==> src/rtl/display_scanner.sv <==
// rtl/display_scanner.sv - 4-digit multiplexed 7-segment scanner with frame snapshot, zero blanking and error blink
//
// Ports:
//   clock        system clock, rising edge
//   reset        synchronous, active-high
//   enable       scan enable; when low the scan freezes and all anodes are off
//   value        four BCD nibbles, [15:12] is the leftmost digit (digit 3)
//   error        fault level, latched until error_clear
//   error_clear  clears the latched fault when error is low
//   blink        blink the normal display
//   digit_code   nibble to the shared segment decoder
//   anode_n      active-low digit enables, bit i drives digit i
//   frame_done   one-cycle pulse at each frame end
module display_scanner #(
    parameter int          SCAN_DIV     = 1000,
    parameter int          DEAD_CYCLES  = 2,
    parameter int          BLINK_FRAMES = 64,
    parameter logic [3:0]  ERR_D3       = 4'hC,
    parameter logic [3:0]  ERR_D2       = 4'hE,
    parameter logic [3:0]  ERR_D1       = 4'hE,
    parameter logic [3:0]  ERR_D0       = 4'hF
) (
    input  logic        clock,
    input  logic        reset,
    input  logic        enable,
    input  logic [15:0] value,
    input  logic        error,
    input  logic        error_clear,
    input  logic        blink,
    output logic [3:0]  digit_code,
    output logic [3:0]  anode_n,
    output logic        frame_done
);

    localparam int PW = $clog2(SCAN_DIV);
    localparam int BW = (BLINK_FRAMES > 1) ? $clog2(BLINK_FRAMES) : 1;
    localparam logic [PW-1:0] PRESC_LAST = PW'(SCAN_DIV - 1);
    localparam logic [PW-1:0] DEAD_P     = PW'(DEAD_CYCLES);
    localparam logic [BW-1:0] BLINK_LAST = BW'(BLINK_FRAMES - 1);

    logic [PW-1:0] prescaler;
    logic [1:0]    index;
    logic [15:0]   snapshot;
    logic          err_latched;
    logic [BW-1:0] blink_cnt;
    logic          visible;

    logic          slot_end;
    logic          frame_end;
    logic          err_next;
    logic          blink_active;
    logic [3:0]    supp;
    logic [3:0]    nibble;
    logic [3:0]    err_code;
    logic          lit;

    always_comb begin
        slot_end  = enable && (prescaler == PRESC_LAST);
        frame_end = slot_end && (index == 2'd3);

        // error wins over a simultaneous clear
        err_next = error | (err_latched & ~error_clear);

        // Blink activity follows the next latch state so that a clear restores
        // visibility on the same edge the latch drops, giving two-cycle response.
        blink_active = blink | err_next;

        // Leading-zero chain: a digit blanks only if everything left of it blanked.
        supp[3] = (snapshot[15:12] == 4'h0);
        supp[2] = supp[3] && (snapshot[11:8] == 4'h0);
        supp[1] = supp[2] && (snapshot[7:4] == 4'h0);
        supp[0] = 1'b0;

        nibble   = 4'h0;
        err_code = ERR_D0;
        case (index)
            2'd0: begin nibble = snapshot[3:0];   err_code = ERR_D0; end
            2'd1: begin nibble = snapshot[7:4];   err_code = ERR_D1; end
            2'd2: begin nibble = snapshot[11:8];  err_code = ERR_D2; end
            default: begin nibble = snapshot[15:12]; err_code = ERR_D3; end
        endcase

        // Dead cycles at the start of each slot keep the previous digit's
        // segments from ghosting onto the newly selected anode.
        lit = enable && (prescaler >= DEAD_P) && visible
              && (err_latched || !supp[index]);
    end

    always_ff @(posedge clock) begin
        if (reset) begin
            prescaler   <= '0;
            index       <= 2'd0;
            snapshot    <= 16'h0000;
            err_latched <= 1'b0;
            blink_cnt   <= '0;
            visible     <= 1'b1;
            anode_n     <= 4'b1111;
            digit_code  <= 4'h0;
            frame_done  <= 1'b0;
        end else begin
            err_latched <= err_next;

            if (enable) begin
                prescaler <= slot_end ? '0 : prescaler + PW'(1);
                if (slot_end) begin
                    index <= index + 2'd1;
                end
            end

            frame_done <= frame_end;
            if (frame_end) begin
                snapshot <= value;
            end

            if (!blink_active) begin
                blink_cnt <= '0;
                visible   <= 1'b1;
            end else if (frame_end) begin
                if (blink_cnt == BLINK_LAST) begin
                    blink_cnt <= '0;
                    visible   <= ~visible;
                end else begin
                    blink_cnt <= blink_cnt + BW'(1);
                end
            end

            if (enable) begin
                digit_code <= err_latched ? err_code : nibble;
            end

            anode_n <= 4'b1111;
            if (lit) begin
                anode_n[index] <= 1'b0;
            end
        end
    end

endmodule

==> config.mk <==
export PLATFORM = sky130hd
export DESIGN_NAME = display_scanner
export DESIGN_NICKNAME = d
export VERILOG_FILES = /design/src/rtl/display_scanner.sv
export SDC_FILE = /design/constraint.sdc
export NUM_CORES = 1
export LEC_CHECK = 0
export ABC_AREA = 0
export CAP_MARGIN = 40
export CORE_ASPECT_RATIO = 1.25
export CORE_MARGIN = 1.5
export CORE_UTILIZATION = 45
export CTS_BUF_LIST = sky130_fd_sc_hd__clkbuf_8
export CTS_CLUSTER_DIAMETER = 40
export DETAILED_ROUTE_END_ITERATION = 16
export HOLD_SLACK_MARGIN = 0.12
export PLACE_DENSITY = 0.68
export REMOVE_ABC_BUFFERS = 1
export SLEW_MARGIN = 0
export SYNTH_ARGS = -nofsm -noshare
export SYNTH_HDL_FRONTEND = slang
export SYNTH_SLANG_ARGS = --single-unit
==> constraint.sdc <==
create_clock -name clock -period 2.7 [get_ports clock]
set_input_delay 0.675 -clock clock [delete_from_list [all_inputs] [get_ports clock]]
set_output_delay 0.675 -clock clock [all_outputs]
set_load 0.05 [all_outputs]
# Yosys cells after proc, flatten, opt, wreduce, memory -nomap -nowiden
# Index checks and enable logic that the tools add are counted.
# Widths: inputs -> output; s select.
[totals] ff_bits=45 in_bits=22 out_inout_bits=9 wordCells=56
[classes] add_sub_neg=3 order_cmp=3 n_eq_ne=5 muxes=9 bitwise=8 n_reduce_logical=19
[ops] cell="$logic_not 4->1" n=3
[ops] cell="$pmux 4 s3" n=1
[ops] cell="$add 10x1->10 const B" n=1
[ops] cell="$eq 10x10->1 const B" n=1
[ops] cell="$ge 10x2->1 const B" n=1
[ops] cell="$mux 10" n=1
[ops] cell="$logic_and 1x1->1" n=8
[ops] cell="$add 6x1->6 const B" n=1
[ops] cell="$eq 6x6->1 const B" n=1
[ops] cell="$mux 6" n=1
[ops] cell="$reduce_or 2->1" n=3
[ops] cell="$eq 2x2->1 const B" n=2
[ops] cell="$mux 4" n=1
[ops] cell="$not 1->1" n=4
[ops] cell="$not 4->4" n=1
[ops] cell="$pmux 2 s2" n=1
[ops] cell="$reduce_and 2->1" n=2
[ops] cell="$lt 2x3->1 const B" n=1
[ops] cell="$add 2x1->2 const B" n=1
[ops] cell="$bmux 1 s2" n=1
[ops] cell="$demux 1 s2" n=1
[ops] cell="$eq 2x1->1 const B" n=1
[ops] cell="$ge 2x1->1 const B" n=1
[ops] cell="$logic_not 2->1" n=1
[ops] cell="other kinds (5)" n=7

# Depth between registers and ports, before layout
[depth] depth_word=10 mapped_depth=6 ltp_nobuf=6

# Worst setup path after synthesis
# OpenSTA, ideal clock, no wires.
[synth_timing] kind="input port to flip-flop" from="input port enable" to="register visible" setup_ns=0.132 arrival_ns=1.556 t_required_ns=2.568 slack_ns=1.012 cell_stages=4 path_buffers=0 path_cell_list="and4_1 -> nand3_2 -> o21ai_0 -> or3b_2"
[synth_between] elab_chain_cells=3
[synth_lines] element="start: declaration" line="25" source="input logic enable,"
[synth_lines] element="$logic_and 1x1->1" line="58" source="slot_end = enable && (prescaler == PRESC_LAST);"
[synth_lines] element="$logic_and 1x1->1" line="59" source="frame_end = slot_end && (index == 2'd3);"
[synth_lines] element="$reduce_and 2->1 (no line)"
[synth_lines] element="end signal: assignment" line="121" source="visible <= ~visible;"
[synth_lines] element="end: declaration" line="46" source="logic visible;"
# No other way between the ends.
# A chain may end at the register's enable or synchronous reset.

# Final worst setup path
[layout_timing] from="register digit_code[0]" to="output port digit_code[0]"
[layout_rtl] element="start: declaration" line="30" source="output logic [3:0] digit_code,"
[layout_rtl] element="start signal: assignment" line="128" source="digit_code <= err_latched ? err_code : nibble;"
# No word-level cell between the ends.

==> metrics.md <==
| Metric | Value |
|---|---|
| Largest net degree at the start of global routing | `38` |
| Worst Skew | `3.56 ps` |
| R2r startpoint | `prescaler[1]` |
| Synth top cells by count | `dfxtp_1 (45), nor2_1 (36), mux2i_1 (22), nand2_1 (13)` |
| Fraction of registers with async set/reset | `0%` |
| Slowest stage delay, CP | `800 ps` |
| Post-route ant nets | `0` |
| FF-to-FF End | `visible` |
| Initial antenna violation count | `0` |
| CTS H-tree lvls | `2` |
| R2R cell count | `5` |
| Post-CTS Setup Bufs | `0` |
| Top_reg_cell synth | `dfxtp_1` |
| DR pass1 iterations | `4` |
| Total power | `1.17 mW` |
| CP Max Fanout | `2` |
| Finished Layout Cells | `311` |
| Area grow syn2layout | `22.3%` |
| Ys Warns | `0` |
| MaxCap Viol Count | `0` |
| HP Start | `blink_cnt[5]` |
| Most common cell in the synthesized netlist | `dfxtp_1` |
| Outcome | `finished, final reports clean` |
| Final core utilization | `57.0%` |
| Worst Tran Pin Value | `512 ps` |
| FF-to-FF setup slack | `810 ps` |
| First-pass GRT wire length | `7.00 mm` |
| Leakage | `1.05 nW` |
| Min Tclk post-route | `2120 ps` |
| Post-synthesis sequential area ratio | `44.3%` |
| Tightest Hold Check Type | `register to register` |
| Slew Viols, Final | `0` |
| Top post-synthesis cells by area | `dfxtp_1 (44%), mux2i_1 (11%), nor2_1 (6.6%), ha_1 (5.5%), nand2_1 (2.4%)` |
| Gpl congestion | `0.795` |
| Fin Setup TNS | `0 ps` |
| Cell Pwr Density | `470 nW/um^2` |
| Fin nets | `283` |
| Compound-Gate Fraction of Synth Area | `8.18%` |
| Worst relative slew slack | `65.8%` |
| Placed cells | `303` |
| Via density | `5.16` |
| Worst-path clk slew | `80 ps` |
| Synth Area in XOR/XNOR | `4.31%` |
| Critical Path Source Type | `register` |
| # port buffers | `30` |
| Post-synthesis mux area share | `10.8%` |
| # IOs | `31` |
| Yosys top cell by area | `dfxtp_1` |
| Final setup fails | `0` |
| Grt ovf | `0` |
| Critical path class | `register to output port` |
| Post-synth EDFFs | `0` |
| Total GRT Usage | `18.1%` |
| Clock Sinks | `45` |
| Worst-path cell chain | `clkdlybuf4s50_1` |
| Post-synthesis instance total | `219` |
| DRC | `0` |
| WHS Path Cells | `1` |
| Cell family with most CP delay | `buffers and inverters` |
| Root Driver | `clkbuf_8` |
| Die H | `78.2 microns` |
| Synth top area share | `44.3%` |
| Fin crit share | `78.5%` |
| Die X | `63.1 microns` |
| Crit path DAT | `1440 ps` |
| F_max | `472 MHz` |
| Adder-Cell Fraction of Synth Area | `5.54%` |
| Number of gates resized after cts | `0` |
| Synth cell types | `36` |
| WL final | `4.01 mm` |
| Total CTS buffers | `5` |
| Initial core utilization | `46.7%` |
| CTS tree | `done` |
| Clock buffer depth | `2` |
| Hpwl dp | `2.97 mm` |
| Synthesized area | `2030 sq um` |
| RSZ-0062 raised after global routing | `no` |
| Max VDD drop | `0.276 mV` |
| Buffers & Inverters on Critical Path | `1` |
| DR iter-0 viols | `107` |
| Clock latency on the worst-skew pair | `300 ps` |
| Diode count | `0` |
| Hold-fix buffers at CTS | `0` |
| Hold worst-path end | `blink_cnt[5]` |
| Critical Path Slowest Stage Cell | `clkdlybuf4s50_1` |
| Seq cells post-synth | `45` |
| Share of cells above drive strength 1 | `6.72%` |
| Mapped Avg Cell Area | `9.28 sq um` |
| Avg WL per Cell | `12.9 microns` |
| Core box area | `4360 sq um` |
| Via Count | `1604` |
| Hold Vio Cnt, Final | `0` |
| Die Area | `4930 sq um` |
| Largest family of logic cells by synthesized area | `simple AND/OR/NAND/NOR gates` |
| Rows | `27` |
| Vias in the first global route | `1474` |
| Hold WS | `492 ps` |
| Simple-Gate Fraction of Synth Area | `23.9%` |
| Layout fillers | `407` |
| Critical Path Sink Type | `output port` |
| CP Data Required Time | `2030 ps` |
[report_power, final]
part,switching (mW),internal [mW],leakage (nW)
registers,0.00692,0.671,0.364
clock network,0.216,0.173,0.0519
logic,0.0482,0.0522,0.631
[through the flow]
step | setup slack (ps) | area, sq um
5_1_grt | 467 | 2490
3_5_place_dp | 287 | 2410
2_1_floorplan | 557 | 2000
4_1_cts | 565 | 2490
3_3_place_gp | 324 | 2410
6_report | 580 | 2490
[flip-flops by register name (all words and copies together), names as in the netlist]
signal / flops
snapshot: 16
prescaler: 10
blink_cnt: 6
anode_n: 4
digit_code: 4
index: 2
err_latched: 1
frame_done: 1
visible: 1
[worst max path at each step]
stage                        startpoint            end  slack, ps  depth (start not counted)
after global routing             enable        visible        470                          5
after floorplan                  enable        visible        560                          4
after detailed placement         enable        visible        290                          5
after CTS                 digit_code[0]  digit_code[0]        560                          1
final                     digit_code[0]  digit_code[0]        580                          1
after global placement           enable        visible        320                          5
[kinds of logic after synthesis]
family / Yosys count
muxes: 22
and+or+nand+nor: 92
adders and majority gates: 9
AOI/OAI and AO/OA: 26
xor gates and xnor gates: 10
buffers and inverters: 15
DFF: 45
[final cells by class]
type / count / area [sq um] / area share [%]
multi-input combinational: 159 / 1070 / 43.1
clock inverter: 3 / 11.3 / 0.453
tap: 58 / 72.6 / 2.92
sequential: 45 / 901 / 36.2
inverter: 6 / 22.5 / 0.906
timing repair buffer: 35 / 338 / 13.6
clock buffer: 5 / 68.8 / 2.77
[cells in the final DEF, fill, tap and decap left out, drive strengths merged]
cell and n:
xor2 5, nor3 9, and3 4, nand3 3, or4b 1, ha 9, buf 5, nand2 13
a31oi 1, clkdlybuf4s50 30, mux2i 22, nor2 36, dfxtp 45, o21ai 7, nand2b 2, nor4 1
clkbuf 5, or3b 3, xnor2 5, or3 1, nor2b 1, nor4b 4, or4 5, inv 9
and2 1, a222oi 3, o221a 1, o22ai 2, and4 1, a21oi 8, and4bb 1, a22oi 1
a211oi 1, o31ai 1, nand4 6, a311oi 1
[per-layer routing]
| metal | global-route usage (%) | part of all wire, % |
|---|---|---|
| met5 | 0 | 0 |
| met3 | 5.16 | 3.4 |
| met2 | 30.2 | 50 |
| met1 | 21.6 | 45 |
| met4 | 8.00 | 1.6 |
No activity file was read; power rests on OpenSTA's default activity.
